===== config.mk =====
export PLATFORM = sky130hd
export DESIGN_NAME = gate_tester
export DESIGN_NICKNAME = d
export VERILOG_FILES = /design/src/rtl/gate_pkg.sv /design/src/rtl/gate_ref_model.sv /design/src/rtl/gate_tester.sv
export SDC_FILE = /design/constraint.sdc
export NUM_CORES = 1
export LEC_CHECK = 0
export CAP_MARGIN = 30
export CORE_ASPECT_RATIO = 1.4
export CORE_MARGIN = 2
export CORE_UTILIZATION = 47
export DETAILED_ROUTE_END_ITERATION = 7
export GPL_TIMING_DRIVEN = 0
export PLACE_DENSITY_LB_ADDON = 0.08
export SLEW_MARGIN = 20
export SYNTH_ARGS = -nofsm -noshare
export SYNTH_HDL_FRONTEND = slang
export SYNTH_SLANG_ARGS = --single-unit

===== constraint.sdc =====
create_clock -name CLK -period 2.2 [get_ports CLK]
set_input_delay 0.44 -clock CLK [delete_from_list [all_inputs] [get_ports CLK]]
set_output_delay 0.44 -clock CLK [all_outputs]
set_load 0.01 [all_outputs]

===== src/rtl/gate_pkg.sv =====
// Shared constants for the two-input gate tester: state encoding, gate bit positions and
// pattern width.
package gate_pkg;

  localparam int unsigned PATTERN_W = 2;
  localparam int unsigned GATE_NUM  = 6;

  localparam logic [PATTERN_W-1:0] PATTERN_LAST = 2'b11;

  localparam int unsigned GATE_AND  = 0;
  localparam int unsigned GATE_NAND = 1;
  localparam int unsigned GATE_OR   = 2;
  localparam int unsigned GATE_NOR  = 3;
  localparam int unsigned GATE_XOR  = 4;
  localparam int unsigned GATE_XNOR = 5;

  localparam logic [1:0] IDLE   = 2'd0;
  localparam logic [1:0] SETTLE = 2'd1;
  localparam logic [1:0] SAMPLE = 2'd2;
  localparam logic [1:0] DONE   = 2'd3;

  typedef enum logic [1:0] {
    StIdle   = IDLE,
    StSettle = SETTLE,
    StSample = SAMPLE,
    StDone   = DONE
  } state_t;

endpackage


===== src/rtl/gate_ref_model.sv =====
// Golden combinational truth table for the two-input gate block (a = pattern[0], b = pattern[1]).
module gate_ref_model
  import gate_pkg::*;
(
  input  logic [PATTERN_W-1:0] pattern,
  output logic [GATE_NUM-1:0]  expected
);

  logic a;
  logic b;

  assign a = pattern[0];
  assign b = pattern[1];

  always_comb begin
    expected            = '0;
    expected[GATE_AND]  = a & b;
    expected[GATE_NAND] = ~(a & b);
    expected[GATE_OR]   = a | b;
    expected[GATE_NOR]  = ~(a | b);
    expected[GATE_XOR]  = a ^ b;
    expected[GATE_XNOR] = ~(a ^ b);
  end

endmodule


===== src/rtl/gate_tester.sv =====
// Stimulus/check sequencer for the two-input gate block; optional first-failure log is
// enabled by defining GATE_TESTER_FAIL_LOG_EN.
module gate_tester
  import gate_pkg::*;
#(
  parameter int unsigned SETTLE_CYCLES = 4
) (
  input  logic                 CLK,
  input  logic                 RSTn,
  input  logic                 Start_Sig,
  output logic [PATTERN_W-1:0] Test_Gate_In,
  input  logic [GATE_NUM-1:0]  Test_Gate_Out,
  output logic                 Busy_Sig,
  output logic                 Done_Sig,
  output logic [GATE_NUM-1:0]  Pass_Vec
`ifdef GATE_TESTER_FAIL_LOG_EN
  ,
  output logic                 Fail_Valid,
  output logic [PATTERN_W-1:0] Fail_Pattern,
  output logic [GATE_NUM-1:0]  Fail_Gates
`endif
);

  localparam logic [7:0] SettleLoad = 8'(SETTLE_CYCLES - 1);

  state_t                state_q;
  logic [PATTERN_W-1:0]  pattern_q;
  logic [7:0]            cnt_q;
  logic                  busy_q;
  logic                  done_q;
  logic [GATE_NUM-1:0]   pass_q;
  logic [GATE_NUM-1:0]   expected;
  logic [GATE_NUM-1:0]   mismatch;

  gate_ref_model u_ref (
    .pattern  (pattern_q),
    .expected (expected)
  );

  assign mismatch = Test_Gate_Out ^ expected;

  always_ff @(posedge CLK or negedge RSTn) begin
    if (!RSTn) begin
      state_q   <= StIdle;
      pattern_q <= '0;
      cnt_q     <= '0;
      busy_q    <= 1'b0;
      done_q    <= 1'b0;
      pass_q    <= '0;
    end else begin
      done_q <= 1'b0;
      unique case (state_q)
        StIdle: begin
          if (Start_Sig) begin
            pattern_q <= '0;
            pass_q    <= '1;
            cnt_q     <= SettleLoad;
            busy_q    <= 1'b1;
            state_q   <= StSettle;
          end
        end
        StSettle: begin
          if (cnt_q == 8'd0) begin
            state_q <= StSample;
          end else begin
            cnt_q <= cnt_q - 8'd1;
          end
        end
        StSample: begin
          pass_q <= pass_q & ~mismatch;
          if (pattern_q == PATTERN_LAST) begin
            // Pattern drops back to 00 entering DONE so 11 is held no longer than the others.
            pattern_q <= '0;
            done_q    <= 1'b1;
            state_q   <= StDone;
          end else begin
            pattern_q <= pattern_q + 1'b1;
            cnt_q     <= SettleLoad;
            state_q   <= StSettle;
          end
        end
        StDone: begin
          busy_q  <= 1'b0;
          state_q <= StIdle;
        end
        default: state_q <= StIdle;
      endcase
    end
  end

  assign Test_Gate_In = pattern_q;
  assign Busy_Sig     = busy_q;
  assign Done_Sig     = done_q;
  assign Pass_Vec     = pass_q;

`ifdef GATE_TESTER_FAIL_LOG_EN
  logic                 fail_valid_q;
  logic [PATTERN_W-1:0] fail_pattern_q;
  logic [GATE_NUM-1:0]  fail_gates_q;

  // Only the first mismatching SAMPLE of a run is kept.
  always_ff @(posedge CLK or negedge RSTn) begin
    if (!RSTn) begin
      fail_valid_q   <= 1'b0;
      fail_pattern_q <= '0;
      fail_gates_q   <= '0;
    end else if (state_q == StIdle && Start_Sig) begin
      fail_valid_q   <= 1'b0;
      fail_pattern_q <= '0;
      fail_gates_q   <= '0;
    end else if (state_q == StSample && !fail_valid_q && (|mismatch)) begin
      fail_valid_q   <= 1'b1;
      fail_pattern_q <= pattern_q;
      fail_gates_q   <= mismatch;
    end
  end

  assign Fail_Valid   = fail_valid_q;
  assign Fail_Pattern = fail_pattern_q;
  assign Fail_Gates   = fail_gates_q;
`endif

endmodule


After elaboration in Yosys (flattened, before gate mapping)
Cells that the tools add are included.
{ "totals": {"ff_bits": 20, "inputBits": 9, "output_inout_bits": 10, "wordCells": 51} }
{ "classes": {"add_sub_neg": 2, "n_eq_ne": 8, "n_mux": 17, "bitwise_logic": 9, "n_reduce_logical": 9} }
{ "op_table": {"columns": ["op", "count"], "rows": [
  ["8-bit 2-to-1 mux", 3],
  ["8-bit case mux with 3 select lines", 1],
  ["6-bit case mux with 2 select lines", 1],
  ["2-bit 2-to-1 mux", 5],
  ["8-bit zero test", 1],
  ["2-bit != test (second input constant)", 4],
  ["2-bit case mux with 4 select lines", 1],
  ["8-bit by 1-bit subtractor with 8-bit output (second input constant)", 1],
  ["6-bit bitwise AND", 1],
  ["2-bit equality test (second input constant)", 3],
  ["6-bit 2-to-1 mux", 1],
  ["6-bit inverter", 1],
  ["2-bit AND reduction", 3],
  ["6-bit bitwise XOR", 1],
  ["2-bit case mux with 2 select lines", 1],
  ["4-bit AND reduction", 1],
  ["2-bit nonzero test", 2],
  ["1-bit 2-to-1 mux", 3],
  ["1-bit inverter", 3],
  ["3-bit nonzero test", 1],
  ["2-bit by 1-bit adder with 2-bit output (second input constant)", 1],
  ["2-bit by 1-bit equality test with 1-bit output (second input constant)", 1],
  ["2-bit zero test", 1],
  ["1-bit case mux with 2 select lines", 1],
  ["3 further kinds", 3]
]} }

Depth between registers and ports, before layout
{ "depth": {"ltp_word": 6, "mapped_depth": 7, "ltp_nobuf": 6} }

Modules after synthesis
A second synthesis with hierarchy kept.
{ "hier_totals": {"hier_cells": 104, "hier_area_um2": 1071.0} }
{ "by_module_without_submodules": {"columns": ["module", "instances", "cells_per_inst", "area_each_um2", "seq_area_each_um2"], "rows": [
  ["gate_tester", 1, 95, 1002.2, 500.5],
  ["gate_ref_model", 1, 9, 68.8, 0.0]
]} }

Worst setup path after synthesis
OpenSTA, ideal clock, no wires.
{ "synth_path": {"path_type": "flip-flop to flip-flop", "startpoint": "register pattern_q[0], in the netlist Test_Gate_In[0]", "endpoint": "register cnt_q[5]", "setup_ns": 0.077, "arrival_time_ns": 1.799, "t_required_ns": 2.123, "path_slack_ns": 0.324, "stages_incl_launch_ff": 6, "n_path_buf": 0, "period_less_slack_ns": 1.876, "path_cell_list": "dfrtp_1 -> ha_1 -> o21ai_1 -> nand2_1 -> or4_1 -> a21oi_1"} }
{ "synth_via": {"elab_chain_len": 3} }
{ "synth_rtl": {"columns": ["item", "line_no", "source"], "rows": [
  ["start, declared", "gate_tester.sv:27", "logic [PATTERN_W-1:0] pattern_q;"],
  ["start signal, assigned", "gate_tester.sv:77", "pattern_q <= pattern_q + 1'b1;"],
  ["2-bit equality test", "gate_tester.sv:71", "if (pattern_q == PATTERN_LAST) begin"],
  ["2-bit != test (no line)", null, null],
  ["4-bit AND reduction (no line)", null, null],
  ["end signal, assigned", "gate_tester.sv:57", "cnt_q <= SettleLoad;"],
  ["end signal, assigned", "gate_tester.sv:66", "cnt_q <= cnt_q - 8'd1;"],
  ["end signal, assigned", "gate_tester.sv:78", "cnt_q <= SettleLoad;"],
  ["end, declared", "gate_tester.sv:28", "logic [7:0] cnt_q;"]
]} }
No other way between the ends.
A chain may end at the register's enable or synchronous reset.

Worst setup path in the final report
Ends and elaborated chain as after synthesis.

==> results by group <==
Status
  • Result of the run: complete, no violations

Clock tree
  • CTS Buf Count: 3
  • Maximum level of the CTS H-tree: 1
  • Clock input transition at the sequential cells of the worst setup and hold paths: 0.12 ns
  • Hold buffers post-CTS: 0
  • Cell at the root of the clock tree: sky130_fd_sc_hd__clkbuf_4
  • Clock tree from TritonCTS: yes
  • Maximum buffer depth of the clock tree: 2
  • Count of clock tree sinks: 20
  • Clock insertion delay at the later pin of the skew report: 0.30 ns

Logic synthesis
  • Dominant combinational cell family by area after synthesis: simple AND/OR/NAND/NOR gates
  • Multiplexer share of the synthesized area: 1.07%
  • Flip-flop and latch count after synthesis: 20
  • Share of the synthesized netlist area taken by xor and xnor gates: 5.82%
  • Fraction of the mapped netlist area in compound gates: 16.2%
  • Commonest register cell after synthesis: sky130_fd_sc_hd__dfrtp_1
  • Number of flops mapped to enable cells by yosys: 0
  • Total of warnings raised by yosys: 0
  • Sequential fraction of the synthesis area: 47.5%
  • Share of synthesized cell area in full adder, half adder and majority cells: 4.75%
  • Number of cells produced by synthesis: 110
  • Post-synthesis instance area: 1050 um2
  • Asr flop ratio synth: 100%
  • Distinct cell type count after synthesis: 34
  • Simple-gate share of the synthesized area: 20.7%
  • Number of nets produced by synthesis: 123
  • Mean cell area of the mapped netlist: 9.58 um2

Drt
  • Number of routed nets with antenna violations: 0
  • Routed length per instance: 13.9 um
  • DR pass1 iterations: 4
  • Routed Wire Length: 2.15 mm
  • Drt first-iter violations: 17
  • Vias per inst: 5.63
  • DR DRC count: 0
  • Via Count: 872

STA
  • Final hold violation count: 0
  • Transition time at the pin with the least slew margin: 0.497 ns
  • Max_slew headroom: 66.6%
  • Share of the cycle needed by the critical path after routing: 88.9%
  • Final Critical Period: 1.96 ns
  • Post-layout worst setup margin: 0.244 ns
  • Final setup viols: 0
  • Max-slew violations: 0
  • Unrepaired setup endpoints after global routing: no
  • Maximum operating frequency: 511 MHz
  • Layout Skew: 0.00780 ns
  • Hold Worst Slack: 0.431 ns

Placement
  • Routability congestion estimate from global placement: 0.898
  • Worst-case setup slack after placement: -0.0111 ns
  • # port buffers: 18
  • Instance area after placement: 1260 um2
  • Sum of net half-perimeters after detailed placement: 1.67 mm

Layout
  • Diode count: 0
  • Area added between synthesis and finish: 24.9%
  • Final instance area: 1320 um2
  • Combined area of the multi-input logic cells: 514 um2
  • Proportion of layout cells with a drive suffix above 1: 8.27%
  • Number of filler instances in the final layout: 200
  • Reg area: 500 um2
  • Most common library cell in the layout ignoring fill and taps: sky130_fd_sc_hd__dfrtp_1
  • NumNets Final: 147
  • Most used cells in the layout excluding fill and tap cells: sky130_fd_sc_hd__dfrtp_1, sky130_fd_sc_hd__clkdlybuf4s50_1, sky130_fd_sc_hd__o21ai_0, sky130_fd_sc_hd__nor2_1, sky130_fd_sc_hd__inv_1

Flow run
  • Number of max-cap violations: 0

Floorplan
  • Floorplan die height: 60.0 um
  • Core box area: 2150 um2
  • Die X: 44.0 um
  • Effective utilization at floorplan: 49.0%
  • Die ar.: 2640 um2
  • Number of placed I/O pins: 19
  • Std cell rows: 20

Pwr
  • Maximum vdd drop: 456 uV
  • Power per cell area: 1040 nW/um2
  • Leak Pwr: 0.573 nW
  • Overall Power: 1.37 mW

Worst setup path
  • Critical path start-end classification: reg2reg
  • Arrival time of the worst setup path: 2.19 ns
  • Data required time at the worst endpoint: 2.43 ns
  • Reg-to-reg endpoint: cnt_q[5]
  • Crit. End Element: register
  • Register-to-Register Setup Slack: 0.24 ns
  • Worst-case reg-to-reg path depth: 5
  • CP Launch Type: register
  • Crit path max fanout: 7
  • Crit Reg-Reg Startpoint: Test_Gate_In[0]

Global route
  • GRT overflow: 0
  • Wire length of the first global-routing pass: 3.87 mm
  • Largest net degree at the start of global routing: 21
  • Via count of the first global-routing pass: 873
  • All-layer global routing usage: 20.3%
  • Antenna violations before repair: 0

Hold path
  • Worst hold path class: in2async
-- state kept, by name, summed over array words and instances (netlist names) --
name / count
cnt_q: 8
Pass_Vec: 6
Test_Gate_In: 2
state_q: 2
Busy_Sig: 1
Done_Sig: 1
-- layout make-up --
class	instances	share of cell area, %
multi-input cells	79	39.1
flip-flops and latches	20	38.0
repair buffers	19	14.8
clock buffers	4	2.76
well taps	22	2.09
inverters	6	1.71
plain buffers	5	1.52
-- synth_stat cells (3+ instances only) --
library cell               instances  area [um2]
sky130_fd_sc_hd__a21oi_1           4        20.0
sky130_fd_sc_hd__xnor2_1           4        35.0
sky130_fd_sc_hd__inv_1             6        22.5
sky130_fd_sc_hd__ha_1              4        50.1
sky130_fd_sc_hd__clkbuf_1          4        15.0
sky130_fd_sc_hd__nor2_1           10        37.5
sky130_fd_sc_hd__dfrtp_1          20         500
sky130_fd_sc_hd__nand2_1           5        18.8
sky130_fd_sc_hd__xor2_1            3        26.3
sky130_fd_sc_hd__or4_1             3        22.5
sky130_fd_sc_hd__o21ai_0          15        75.1
sky130_fd_sc_hd__or3_1             4        25.0
-- cell families after synthesis --
logic type / count (synthesis)
buffers and inverters: 11
and+or+nand+nor: 38
xor gates and xnor gates: 7
AOI/OAI and AO/OA: 29
muxes: 1
adders and majority gates: 4
DFF: 20
-- power breakdown --
group	total [mW]	switching (mW)	internal (mW)
clock network	0.215	0.114	0.101
registers	0.537	0.0837	0.454
logic	0.622	0.325	0.297
-- layer usage --
layer	global-route usage [%]	part of all wire (%)
met5	0	0
met4	13.4	2.6
met3	3.32	2.8
met2	33.4	53
met1	23.9	42
-- critical path, cell delays in order (launching register included) --
cell,delay [ns]
sky130_fd_sc_hd__dfrtp_1,0.44
sky130_fd_sc_hd__ha_1,0.31
sky130_fd_sc_hd__o21ai_2,0.28
sky130_fd_sc_hd__nand2_1,0.17
sky130_fd_sc_hd__or4_1,0.52
sky130_fd_sc_hd__a21oi_1,0.15
-- worst max-delay path by stage --
stage                         start  slack, ns       end  depth (start not counted)
floorplan           Test_Gate_In[0]       0.32  cnt_q[5]                          5
global placement          Start_Sig      -0.01  cnt_q[2]                          6
detailed placement        Start_Sig      -0.01  cnt_q[2]                          6
CTS                 Test_Gate_In[0]       0.10  cnt_q[5]                          5
global route        Test_Gate_In[0]       0.08  cnt_q[5]                          5
finish              Test_Gate_In[0]       0.24  cnt_q[5]                          5
-- what timing repair did --
item	in CTS	in global routing
buffers inserted	0	0
resized for setup	0	1
endpoints found under the setup margin	0	1
hold endpoints to repair	0	0
-- per-stage QoR --
stage               util, %  TNS [ns]  std cells
global route           61.2         0        155
floorplan                 -         0        110
detailed placement     58.6   -0.0150        150
CTS                    60.3         0        154
finish                 61.2         0        155
global placement       58.6   -0.0189        150
(Power assumes the default switching activity.)
